$ cat src/rtl/serial_add_pkg.sv
// Shared constants and state type for the byte-slice add sequencer.
// Optional overflow output is enabled by defining SERADD_OVF_EN.
package serial_add_pkg;

   localparam int WIDTH_DEF = 32;
   localparam int SLICE_DEF = 8;
   localparam int NSLICE    = WIDTH_DEF / SLICE_DEF;

   function automatic int idx_width(input int n);
      return (n > 1) ? $clog2(n) : 1;
   endfunction

   localparam int IDX_W = idx_width(NSLICE);

   typedef enum logic [1:0] {
      IDLE,
      RUN,
      DONE
   } state_t;

endpackage

$ cat src/rtl/serial_add_if.sv
// Operand, slice-adder and result bundle of the add sequencer.
// out_ovf exists only when SERADD_OVF_EN is defined.
interface serial_add_if #(
   parameter int WIDTH = 32,
   parameter int SLICE = 8
);

   logic             in_valid;
   logic             in_ready;
   logic [WIDTH-1:0] in_a;
   logic [WIDTH-1:0] in_b;
   logic             in_cin;
   logic [SLICE-1:0] slice_a;
   logic [SLICE-1:0] slice_b;
   logic             slice_cin;
   logic [SLICE-1:0] slice_sum;
   logic             slice_cout;
   logic             out_valid;
   logic             out_ready;
   logic [WIDTH-1:0] out_sum;
   logic             out_cout;
`ifdef SERADD_OVF_EN
   logic             out_ovf;
`endif

   modport slave (
      input  in_valid, in_a, in_b, in_cin,
      input  slice_sum, slice_cout, out_ready,
      output in_ready, slice_a, slice_b, slice_cin,
      output out_valid, out_sum, out_cout
`ifdef SERADD_OVF_EN
      , output out_ovf
`endif
   );

   modport master (
      output in_valid, in_a, in_b, in_cin,
      output slice_sum, slice_cout, out_ready,
      input  in_ready, slice_a, slice_b, slice_cin,
      input  out_valid, out_sum, out_cout
`ifdef SERADD_OVF_EN
      , input out_ovf
`endif
   );

endinterface

$ cat src/rtl/serial_add_acc.sv
// Byte-lane accumulator: writes one returned slice sum per cycle
// into the lane selected by idx; cleared asynchronously on reset.
module serial_add_acc
   import serial_add_pkg::*;
#(
   parameter int WIDTH = WIDTH_DEF,
   parameter int SLICE = SLICE_DEF,
   parameter int IW    = IDX_W
) (
   input  logic             TClk,
   input  logic             TRst_n,
   input  logic             wr_en,
   input  logic [IW-1:0]    idx,
   input  logic [SLICE-1:0] slice_sum,
   output logic [WIDTH-1:0] out_sum
);

   logic [WIDTH-1:0] acc_q;

   // store the current slice sum into its byte lane
   always_ff @(posedge TClk or negedge TRst_n) begin
      if (!TRst_n) begin
         acc_q <= '0;
      end else if (wr_en) begin
         acc_q[int'(idx)*SLICE +: SLICE] <= slice_sum;
      end
   end

   assign out_sum = acc_q;

endmodule

$ cat src/rtl/serial_add_seq.sv
// Sequencer feeding an external slice adder LSB slice first, chaining
// the carry in a register. SERADD_OVF_EN adds a registered out_ovf.
module serial_add_seq
   import serial_add_pkg::*;
#(
   parameter int WIDTH = WIDTH_DEF,
   parameter int SLICE = SLICE_DEF
) (
   input logic         TClk,
   input logic         TRst_n,
   serial_add_if.slave bus
);

   localparam int NSL = WIDTH / SLICE;
   localparam int IW  = idx_width(NSL);
   localparam logic [IW-1:0] LAST = IW'(NSL - 1);

   state_t           state_q;
   state_t           state_d;
   logic [IW-1:0]    idx_q;
   logic [WIDTH-1:0] a_q;
   logic [WIDTH-1:0] b_q;
   logic             cin_q;
   logic             carry_q;
   logic             cout_q;
   logic             in_rdy;
   logic             out_vld;
   logic             run;
   logic             last;
   logic             accept;

   assign run    = (state_q == RUN);
   assign last   = run && (idx_q == LAST);
   assign accept = bus.in_valid && in_rdy;

   // state register
   always_ff @(posedge TClk or negedge TRst_n) begin
      if (!TRst_n) begin
         state_q <= IDLE;
      end else begin
         state_q <= state_d;
      end
   end

   // next state and handshake outputs
   always_comb begin
      state_d = state_q;
      in_rdy  = 1'b0;
      out_vld = 1'b0;
      unique case (state_q)
         IDLE: begin
            in_rdy = 1'b1;
            if (bus.in_valid) state_d = RUN;
         end
         RUN: begin
            if (last) state_d = DONE;
         end
         DONE: begin
            out_vld = 1'b1;
            in_rdy  = bus.out_ready;
            if (bus.out_ready) begin
               state_d = bus.in_valid ? RUN : IDLE;
            end
         end
         default: state_d = IDLE;
      endcase
   end

   // operand latch, slice index and carry chain
   always_ff @(posedge TClk or negedge TRst_n) begin
      if (!TRst_n) begin
         a_q     <= '0;
         b_q     <= '0;
         cin_q   <= 1'b0;
         idx_q   <= '0;
         carry_q <= 1'b0;
         cout_q  <= 1'b0;
      end else if (accept) begin
         a_q   <= bus.in_a;
         b_q   <= bus.in_b;
         cin_q <= bus.in_cin;
         idx_q <= '0;
      end else if (run) begin
         carry_q <= bus.slice_cout;
         idx_q   <= last ? '0 : idx_q + 1'b1;
         if (last) cout_q <= bus.slice_cout;
      end
   end

   assign bus.slice_a   = run ? a_q[int'(idx_q)*SLICE +: SLICE] : '0;
   assign bus.slice_b   = run ? b_q[int'(idx_q)*SLICE +: SLICE] : '0;
   assign bus.slice_cin = run && ((idx_q == '0) ? cin_q : carry_q);
   assign bus.in_ready  = in_rdy;
   assign bus.out_valid = out_vld;
   assign bus.out_cout  = cout_q;

   serial_add_acc #(
      .WIDTH (WIDTH),
      .SLICE (SLICE),
      .IW    (IW)
   ) u_acc (
      .TClk      (TClk),
      .TRst_n    (TRst_n),
      .wr_en     (run),
      .idx       (idx_q),
      .slice_sum (bus.slice_sum),
      .out_sum   (bus.out_sum)
   );

`ifdef SERADD_OVF_EN
   logic ovf_q;

   // overflow from MSB operand bits, MSB sum bit and final carry
   always_ff @(posedge TClk or negedge TRst_n) begin
      if (!TRst_n) begin
         ovf_q <= 1'b0;
      end else if (last) begin
         ovf_q <= a_q[WIDTH-1] ^ b_q[WIDTH-1]
                ^ bus.slice_sum[SLICE-1] ^ bus.slice_cout;
      end
   end

   assign bus.out_ovf = ovf_q;
`endif

endmodule

$ cat src/flat_wrapper.sv
// flat-port wrapper written by rule: the top's interface ports become plain ports
module serial_add_seq_flat import serial_add_pkg::*;
#(
   parameter int WIDTH = WIDTH_DEF,
   parameter int SLICE = SLICE_DEF
)
  (TClk, TRst_n, bus_in_valid, bus_in_a, bus_in_b, bus_in_cin, bus_slice_sum, bus_slice_cout, bus_out_ready, bus_in_ready, bus_slice_a, bus_slice_b, bus_slice_cin, bus_out_valid, bus_out_sum, bus_out_cout);
  serial_add_if #(.WIDTH(WIDTH), .SLICE(SLICE)) bus_i ();
  input logic TClk;
  input logic TRst_n;
  input wire logic [$bits(bus_i.in_valid)-1:0] bus_in_valid;
  input wire logic [$bits(bus_i.in_a)-1:0] bus_in_a;
  input wire logic [$bits(bus_i.in_b)-1:0] bus_in_b;
  input wire logic [$bits(bus_i.in_cin)-1:0] bus_in_cin;
  input wire logic [$bits(bus_i.slice_sum)-1:0] bus_slice_sum;
  input wire logic [$bits(bus_i.slice_cout)-1:0] bus_slice_cout;
  input wire logic [$bits(bus_i.out_ready)-1:0] bus_out_ready;
  output wire logic [$bits(bus_i.in_ready)-1:0] bus_in_ready;
  output wire logic [$bits(bus_i.slice_a)-1:0] bus_slice_a;
  output wire logic [$bits(bus_i.slice_b)-1:0] bus_slice_b;
  output wire logic [$bits(bus_i.slice_cin)-1:0] bus_slice_cin;
  output wire logic [$bits(bus_i.out_valid)-1:0] bus_out_valid;
  output wire logic [$bits(bus_i.out_sum)-1:0] bus_out_sum;
  output wire logic [$bits(bus_i.out_cout)-1:0] bus_out_cout;
  assign bus_i.in_valid = bus_in_valid;
  assign bus_i.in_a = bus_in_a;
  assign bus_i.in_b = bus_in_b;
  assign bus_i.in_cin = bus_in_cin;
  assign bus_i.slice_sum = bus_slice_sum;
  assign bus_i.slice_cout = bus_slice_cout;
  assign bus_i.out_ready = bus_out_ready;
  assign bus_in_ready = bus_i.in_ready;
  assign bus_slice_a = bus_i.slice_a;
  assign bus_slice_b = bus_i.slice_b;
  assign bus_slice_cin = bus_i.slice_cin;
  assign bus_out_valid = bus_i.out_valid;
  assign bus_out_sum = bus_i.out_sum;
  assign bus_out_cout = bus_i.out_cout;
  serial_add_seq #(.WIDTH(WIDTH), .SLICE(SLICE)) u_core (.TClk(TClk), .TRst_n(TRst_n), .bus(bus_i));
endmodule
$ cat config.mk
export PLATFORM = sky130hd
export DESIGN_NAME = serial_add_seq_flat
export DESIGN_NICKNAME = d
export VERILOG_FILES = /design/src/rtl/serial_add_pkg.sv /design/src/rtl/serial_add_if.sv /design/src/rtl/serial_add_acc.sv /design/src/rtl/serial_add_seq.sv /design/src/flat_wrapper.sv
export SDC_FILE = /design/constraint.sdc
export NUM_CORES = 1
export LEC_CHECK = 0
export ABC_CLOCK_PERIOD_IN_PS = 3450
export CAP_MARGIN = 5
export CORE_MARGIN = 5
export CORE_UTILIZATION = 54
export CTS_BUF_LIST = sky130_fd_sc_hd__clkbuf_8
export DETAILED_ROUTE_END_ITERATION = 16
export PLACE_DENSITY = 0.88
export SLEW_MARGIN = 30
export SYNTH_ARGS = -nofsm -noshare
export SYNTH_HDL_FRONTEND = slang
export SYNTH_HIERARCHICAL = 1
export SYNTH_SLANG_ARGS = --single-unit
$ cat constraint.sdc
create_clock -name TClk -period 3.45 [get_ports TClk]
set_clock_uncertainty 0.2 [all_clocks]
set_input_delay 0.8625 -clock TClk [delete_from_list [all_inputs] [get_ports TClk]]
set_output_delay 0.8625 -clock TClk [all_outputs]
set_load 0.005 [all_outputs]
==> flow_metrics.tcl <==
set metrics [dict create \
    cp_max_fo 16 \
    syn_avg_cell_area_um2 13.9 \
    final_common_cell "clkdlybuf4s50_1" \
    finalCriticalPeriod_ps 3230 \
    ctsHoldBuffers 0 \
    cts_tree "done" \
    initial_core_util 0.558 \
    drt-vias-per-instance 5.55 \
    synth-seq-cells 103 \
    cpLargestDelayFamily "buffers and inverters" \
    fmaxAchievable_ghz 0.309 \
    route.detailed.drc 0 \
    worstSetupStartpointType "flop" \
    finalHoldViolations 0 \
    slew_viol_final 0 \
    antenna_cells 0 \
    gp_congestion 0.840 \
    clockPowerShare 0.144 \
    cts_resized 0 \
    clkSinkCount 103 \
    p_int_mw 3.86 \
    fp.coreArea_um2 8760 \
    dieHeight_um 105 \
    syn_inst 352 \
    port_buffers 129 \
    cp.arrival_ps 2170 \
    final.setup.worst_slack_ps 217 \
    syn-num-nets 437 \
    die_w_um 105 \
    final_cell_mix "clkdlybuf4s50_1 (128), dfrtp_1 (102), mux2_2 (40), mux2i_1 (35), mux2_4 (28)" \
    dpl-instance-area_um2 6200 \
    die-area_um2 11100 \
    ant_nets 0 \
    setup_viol 0 \
    first_pass_iters 4 \
    min_period_over_period 0.937 \
    cp-end-kind "primary output" \
    rows 34 \
    seq_area_um2 2580 \
    p_sw_frac 0.335 \
    nets 561 \
    max-slew-margin-rel 0.566 \
    total_leakage_power_nw 2.72 \
    slowest_stage "clkdlybuf4s50_1" \
    grt_pass1_wl_um 18700 \
    pwr_density_cell_nw_per_um2 905 \
    routedWlPerCell_um 19.3 \
    synth_cell_types 35 \
    setup_tns_ps 0 \
    synth-seq-area-share 0.527 \
    grt_pass1_vias 3615 \
    io_pins 130 \
    clock_path_buffers 2 \
    cts.clk_slew.worst_paths_ps 100 \
    path_buf_inv 1 \
    multi_input_area_um2 2070 \
    routed_wl_um 11400 \
    root_buffer "clkbuf_8" \
    grt.total_usage 0.209 \
    area_growth_pct 31.5 \
    place_hpwl_um 8200 \
    fillers 581 \
    antenna_found_initial 0 \
    worst-slew-pin-transition_ps 651 \
    status "finished clean" \
    vdd_drop_max_uv 463 \
    cts-buffers-inserted 9 \
    cap_violations 0 \
    drive_gt1_frac 0.233 \
    seq_power_share 0.367 \
    dp_slack_ps 247 \
    vias 3270 \
    power_frac_comb 0.489 \
    fin_area_um2 6430 \
    switchingPower_mw 1.95 \
    drtIter0Drc 118 \
    syn_area_um2 4890 \
    path_cells "nor2b_2, nand2_2, o22ai_1, clkdlybuf4s50_1" \
    grt_max_degree 68 \
    clk_latency_ps 360 \
    cp.required_ps 2390 \
    cts-htree-levels 3 \
    grt_setup_unrepaired "no" \
    max_stage_delay_ps 550 \
    crit_type "reg -> out" \
    cts_setup_buffers 0 \
    yosys_warnings 6 \
    min_path_type "reg -> reg" \
    overflow 0 \
]
layer usage:
layer | up-vias | global-route usage | part of all wire | wire, um
met5 | - | 0 | 0 | 0
met4 | 0 | 0.0630 | 0.016 | 177
met3 | 15 | 0.0635 | 0.076 | 859
met2 | 121 | 0.335 | 0.48 | 5490
met1 | 1597 | 0.274 | 0.43 | 4830
li1 | 1537 | - | - | -
power by group through the flow:
stage	registers, mW	clock network (mW)	logic, mW
floorplan	2.04	0	1.87
global placement	2.12	0	2.75
detailed placement	2.16	0	2.83
CTS	2.14	0.853	2.86
global route	2.21	0.907	3.08
finish	2.14	0.834	2.84
path summary, 6_finish.rpt:
kind                                    startpoint                       end  slack (ps)  cells past startpoint
setup / recovery                 u_core/state_q[0]            bus_slice_a[2]         220                      4
hold / removal             u_core/u_acc/out_sum[9]   u_core/u_acc/out_sum[9]         300                      1
setup reg to reg                   u_core/idx_q[0]  u_core/u_acc/out_sum[18]         850                      5
hold reg to reg            u_core/u_acc/out_sum[9]   u_core/u_acc/out_sum[9]         300                      1
max in group asynchronous                   TRst_n            u_core/b_q[24]        2020                      2
min in group asynchronous                   TRst_n         u_core/state_q[1]         320                      1
layout make-up:
| class | instances | area share |
|---|---|---|
| multi-input combinational | 212 | 0.322 |
| tap | 108 | 0.0210 |
| clock inverter | 6 | 0.0132 |
| sequential | 103 | 0.401 |
| clock buffer | 10 | 0.0214 |
| timing repair buffer | 136 | 0.213 |
| inverter | 14 | 0.00818 |
stage by stage:
step                      instances  hold WS (ps)  total power, mW  utilization
after floorplan                 352           279             3.91            -
after global placement          573           273             4.87        0.708
after detailed placement        573           282             4.99        0.708
after CTS                       589           304             5.85        0.733
after global routing            589           319             6.20        0.733
final                           589           301             5.81        0.733
registers in the layout, summed over array words and instances (netlist names):
register	count
u_core/state_q	2
u_core/b_q	32
u_core/u_acc/out_sum	32
u_core/cin_q	1
u_core/carry_q	1
u_core/bus.out_cout	1
u_core/a_q	32
u_core/idx_q	2
cells in the mapped netlist, drive strengths merged:
| library cell | number | share of area |
|---|---|---|
| clkbuf | 2 | 0.0015 |
| ha | 7 | 0.018 |
| a32o | 7 | 0.014 |
| nor2 | 4 | 0.0031 |
| nand2b | 1 | 0.0013 |
| and4bb | 3 | 0.0077 |
| inv | 14 | 0.011 |
| nor2b | 4 | 0.0072 |
| nand3 | 11 | 0.011 |
| dfrtp | 103 | 0.53 |
| and2 | 2 | 0.0026 |
| mux2i | 35 | 0.072 |
| o21ai | 2 | 0.0020 |
| or3b | 3 | 0.0064 |
| buf | 21 | 0.037 |
| o2bb2ai | 16 | 0.038 |
| a21oi | 1 | 0.0010 |
| nand4b | 3 | 0.0054 |
| mux2 | 68 | 0.18 |
| o22ai | 17 | 0.022 |
| nand4bb | 1 | 0.0023 |
| and2b | 2 | 0.0038 |
| o32ai | 7 | 0.013 |
| nand2 | 18 | 0.015 |
cells by family after synthesis:
family                   Yosys count  synth area share
flip-flops                       103             0.527
multiplexers                     103             0.250
adder cells (fa/ha/maj)            7            0.0179
AO/OA/AOI/OAI                     50            0.0893
buffers and inverters             37            0.0492
AND/OR/NAND/NOR                   52            0.0663
(Power assumes the default switching activity.)
==> edit 1: new RTL, same flow settings <==
`SLICE_DEF`: 8 -> 12.
--- a/src/rtl/serial_add_pkg.sv
+++ b/src/rtl/serial_add_pkg.sv
@@ -3,7 +3,7 @@
 package serial_add_pkg;
 
    localparam int WIDTH_DEF = 32;
-   localparam int SLICE_DEF = 8;
+   localparam int SLICE_DEF = 12;
    localparam int NSLICE    = WIDTH_DEF / SLICE_DEF;
 
    function automatic int idx_width(input int n);
Interface: changed (resized bus_slice_a, bus_slice_b and bus_slice_sum); port bits go from 130 to 142. The function was not compared with the original's and may differ.
==> edit 1 against the original RTL <==
  * Sequential power fell by 23%
  * First-iteration DRC count fell by 52%
  * Wire length fell by 32%
  * Register-to-register slack improved by 0.49 ns
  * Area after synthesis fell by 28%
  * Sequential cell count fell by 25
  * Design area fell by 24%
  * Largest cell class unchanged
  * Worst setup slack got worse by 0.054 ns
  * Power fell by 23%
  * Via count fell by 31%
  * Maximum frequency fell by 1.6%
==> edit 1: results (changes against the original RTL) <==
\begin{tabular}{lr}
\hline
Metric & Value \\
\hline
\multicolumn{2}{l}{\textbf{Status}} \\
Status & complete, no violations \\
\multicolumn{2}{l}{\textbf{Route}} \\
Starting DRC count in detailed routing & 57 (-52\%) \\
Length of routed met3 wiring & 679 µm (-21\%) \\
Detailed-route vias per instance & 5.09 (-8.4\%) \\
\multicolumn{2}{l}{\textbf{Yosys}} \\
Area fraction in compound gates after synthesis & 0.00856 (-0.0808) \\
Register bit count reported by yosys & 78 (-24\%) \\
Sequential-to-total area share from yosys stat & 0.557 (+0.0292) \\
Leading post-synthesis cells by cell area & dfrtp\_1, mux2\_2, mux2\_4 \\
Commonest cells post-synth & dfrtp\_1, mux2\_2, nor2\_1, mux2i\_1, mux2\_4 \\
Post-synthesis cell type count & 21 (-40\%) \\
\multicolumn{2}{l}{\textbf{Finish}} \\
Non-clock buffers, area share & 0.249 (+0.0366) \\
Count of multi-input combinational gates & 152 (-28\%) \\
Fraction of area in clock buffers and inverters & 0.0429 (+0.00828) \\
Seq/total area & 0.399 (-0.00254) \\
Nonclk inv count & 3 (-11) \\
Final net count & 446 (-20\%) \\
Share of cell area taken by multi-input logic gates & 0.287 (-0.0351) \\
Filler cells & 418 (-28\%) \\
\multicolumn{2}{l}{\textbf{Min path}} \\
Hold Path Origin & u\_core/carry\_q \\
Count of cells along the worst hold path & 2 (+1) \\
\multicolumn{2}{l}{\textbf{Setup path}} \\
CP max FO & 4 (-12) \\
Worst R2R Setup Slack & 1.34 ns (+0.49 ns) \\
Data arrival, critical path & 2.22 ns (+0.05 ns) \\
\multicolumn{2}{l}{\textbf{Floorplanning}} \\
Starting Density & 0.552 (-0.00537) \\
\multicolumn{2}{l}{\textbf{Global routing}} \\
Global-route track usage on met2 & 0.340 (+0.00461) \\
\multicolumn{2}{l}{\textbf{Power and ir drop}} \\
Worst IR drop on VDD & 0.611 mV (+32\%) \\
Switching fraction of total power & 0.294 (-0.0409) \\
\multicolumn{2}{l}{\textbf{Timing}} \\
Slew HR & 0.530 (-0.0357) \\
\multicolumn{2}{l}{\textbf{Place}} \\
RD Place Congestion & 0.727 (-13\%) \\
\hline
\end{tabular}
==> edit 1: cell types whose count changed after synthesis, sizes merged, moves of 11 or more <==
| cell | change |
|---|---|
| inv | -11 |
| nor2 | +22 |
| o2bb2ai | -16 |
| nand2 | -12 |
| nand3 | -11 |
| dfrtp | -25 |
| o22ai | -17 |
==> edit 1: worst max-delay path by stage <==
stage | depth (start not counted) | start | endpoint
detailed placement | 4 | bus_out_ready | bus_in_ready
global route | 4 | bus_out_ready | bus_in_ready
finish | 4 | bus_out_ready | bus_in_ready
CTS | 4 | bus_out_ready | bus_in_ready
global placement | 4 | bus_out_ready | bus_in_ready
floorplan | 2 | bus_out_ready | bus_in_ready
==> edit 1: metrics by stage <==
stage	hold slack [ns]	worst slack, ns	power (mW)	std cells	area (µm²)
final	0.296	0.163	4.50	444	4900
after detailed placement	0.275	0.171	3.82	430	4680
after global routing	0.315	0.123	4.80	444	4900
after global placement	0.260	0.179	3.72	430	4680
after floorplan	0.245	1.24	2.85	254	3530
after CTS	0.293	0.158	4.56	444	4890
==> edit 2: new RTL, same settings <==
Made on the original files. The 3 states of `state_t` get a one-hot encoding in 3 bits.
--- a/src/rtl/serial_add_pkg.sv
+++ b/src/rtl/serial_add_pkg.sv
@@ -12,10 +12,10 @@
 
    localparam int IDX_W = idx_width(NSLICE);
 
-   typedef enum logic [1:0] {
-      IDLE,
-      RUN,
-      DONE
+   typedef enum logic [2:0] {
+      IDLE = 3'b001,
+      RUN  = 3'b010,
+      DONE = 3'b100
    } state_t;
 
 endpackage
Check against the original RTL: same outputs for any inputs over 10 cycles, from zero or initial values and one cycle with TRst_n low; not proved beyond that.
==> edit 2 against the original RTL <==
  * Sequential cell count is 1 higher
  * Worst setup slack worse by 0.12 ns
  * Design area is 23% higher
  * Power is 6.9% lower
  * Count of clock-buffer cells in the layout is 2 higher
  * Wire length is 63% higher
  * Sequential power is 3% higher
  * Area after synthesis is 30% higher
  * Utilization is 4.5 points lower
  * Critical endpoint is now bus_slice_a[3]
  * Largest cell class is now multi-input gates
  * Largest power group unchanged
==> edit 2: results (changes against the original RTL) <==
\begin{tabular}{lr}
\hline
Metric & Value \\
\hline
\multicolumn{2}{l}{\textbf{Status}} \\
Status & complete, no violations \\
\multicolumn{2}{l}{\textbf{Route}} \\
Via count of the routed design & 5,619 (+72\%) \\
Starting DRC count in detailed routing & 660 (+460\%) \\
\multicolumn{2}{l}{\textbf{Yosys}} \\
Sequential-to-total area share from yosys stat & 0.411 (-0.117) \\
Proportion of synthesized area in mux cells & 0.0626 (-0.187) \\
Xor-xnor portion of the synthesized cell area & 0.00138 (+0.00138) \\
Leading post-synthesis cells by cell area & dfrtp\_1, o221a\_1, nor4b\_1 \\
Synthesis warning total & 6 (unchanged) \\
Commonest cells post-synth & dfrtp\_1, nor2b\_1, nor4b\_1, o221a\_1, o21ai\_0 \\
Fraction of the mapped netlist area in adder cells & 0.0138 (-0.00410) \\
Post-synthesis net count & 670 (+53\%) \\
Area fraction in compound gates after synthesis & 0.226 (+0.137) \\
\multicolumn{2}{l}{\textbf{Finish}} \\
Layout cell share with drive strength beyond 1 & 0.125 (-0.108) \\
Final net count & 761 (+36\%) \\
Filler cells & 844 (+45\%) \\
\multicolumn{2}{l}{\textbf{Min path}} \\
Worst hold path endpoint & u\_core/carry\_q \\
Count of cells along the worst hold path & 2 (+1) \\
Hold Path Origin & u\_core/carry\_q \\
\multicolumn{2}{l}{\textbf{Setup path}} \\
Crit path largest cell delay & 0.59 ns (+0.04 ns) \\
Cell with the largest stage delay on the worst path & dfrtp\_4 \\
Worst reg2reg endpoint & u\_core/u\_acc/out\_sum[19] \\
Data arrival, critical path & 2.29 ns (+0.12 ns) \\
CP max FO & 20 (+4) \\
Worst R2R Setup Slack & 0.76 ns (-0.09 ns) \\
\multicolumn{2}{l}{\textbf{Power and ir drop}} \\
Worst IR drop on VDD & 0.344 mV (-26\%) \\
Static leakage & 2.75 nW (+1.1\%) \\
\multicolumn{2}{l}{\textbf{Global routing}} \\
Antenna violations before repair & 2 (+2) \\
Total global-route track usage & 0.265 (+0.0561) \\
Wire length of the first global-routing pass & 30.6 mm (+64\%) \\
Maximum number of pins on one net before global-route repair & 71 (+4.4\%) \\
\multicolumn{2}{l}{\textbf{Place}} \\
RD Place Congestion & 0.883 (+5.1\%) \\
PortBufs & 129 (unchanged) \\
Half-perimeter wire length after placement & 12.3 mm (+50\%) \\
\multicolumn{2}{l}{\textbf{Timing}} \\
Slew HR & 0.488 (-0.0782) \\
Worst hold slack across all endpoints & 0.291 ns (-0.00989 ns) \\
\multicolumn{2}{l}{\textbf{Clock tree}} \\
Number of buffers on the longest clock path & 2 (unchanged) \\
\hline
\end{tabular}
-- edit 2: cell types whose count changed after synthesis, moves of 30 or more --
cell / unedited run / this run
mux2i_1: 35 / 1
clkbuf_1: 2 / 32
o21ai_0: 2 / 51
mux2_2: 40 / 1
nor4b_1: 0 / 65
o221a_1: 0 / 58
nor2b_1: 2 / 65
-- edit 2: final cells by class --
type / instances / area share
multi-input cells: 400 / 0.426
flip-flops and latches: 104 / 0.331
repair buffers: 147 / 0.185
well taps: 143 / 0.0227
clock buffers: 12 / 0.0209
inverters: 13 / 0.00682
clock inverters: 4 / 0.00650
repair inverters: 1 / 0.000634
diodes: 1 / 0.000317
-- edit 2: worst min-delay path, cell delays in order, from the launching register on --
cell     delay, ns
dfrtp_1       0.36
nand2_1       0.05
nand2_1       0.05
-- edit 2: logic make-up (layout without fill, tap and decap cells) --
logic type               count (synthesis)  in the layout
AO/OA/AOI/OAI                          170            170
AND/OR/NAND/NOR                        203            203
multiplexers                            19             19
XOR/XNOR                                 1              1
buffers and inverters                   81            177
adder cells (fa/ha/maj)                  7              7
flip-flops                             104            104
other                                    0              1
-- edit 2: worst max-delay path by stage --
stage                                 start             end  slack, ns  depth (start not counted)
after floorplan             u_core/idx_q[0]  bus_slice_b[0]       0.74                          4
final                     u_core/state_q[2]  bus_slice_a[3]       0.10                          4
after detailed placement      bus_out_ready    bus_in_ready       0.14                          5
after global placement        bus_out_ready    bus_in_ready       0.17                          5
after global routing        u_core/idx_q[0]  bus_slice_a[7]       0.01                          3
after CTS                 u_core/state_q[2]  bus_slice_a[3]       0.07                          4
-- edit 2: where the power goes --
group,leakage [nW],internal [mW],switching (mW)
clock,0.109,0.396,0.431
combinational,1.43,1.34,1.05
sequential,1.21,1.71,0.488
total,2.75,3.45,1.96
-- edit 2: routing by layer --
| layer | wire (µm) | track usage | vias to the layer above |
|---|---|---|---|
| met4 | 413 | 0.0968 | 2 |
| met3 | 1520 | 0.0664 | 34 |
| met5 | 13 | 0 | - |
| met1 | 7500 | 0.363 | 2834 |
| li1 | - | - | 2445 |
| met2 | 9020 | 0.410 | 304 |
-- edit 2: stage by stage --
step           setup slack [ns]  area [µm²]  cells  utilization  total power, mW
6_report                  0.100        7890    825        0.688             5.41
2_1_floorplan             0.739        6340    585            -             3.69
3_3_place_gp              0.166        7650    806        0.667             4.43
4_1_cts                  0.0658        7880    823        0.687             5.40
5_1_grt                  0.0120        7890    825        0.688             5.74
3_5_place_dp              0.141        7650    806        0.667             4.55
-- edit 2: repair_timing --
item / CTS / global route
gates cloned: 1 / 0
resized for setup: 2 / 0
endpoints found under the setup margin: 16 / 1
setup buffers: 0 / 1
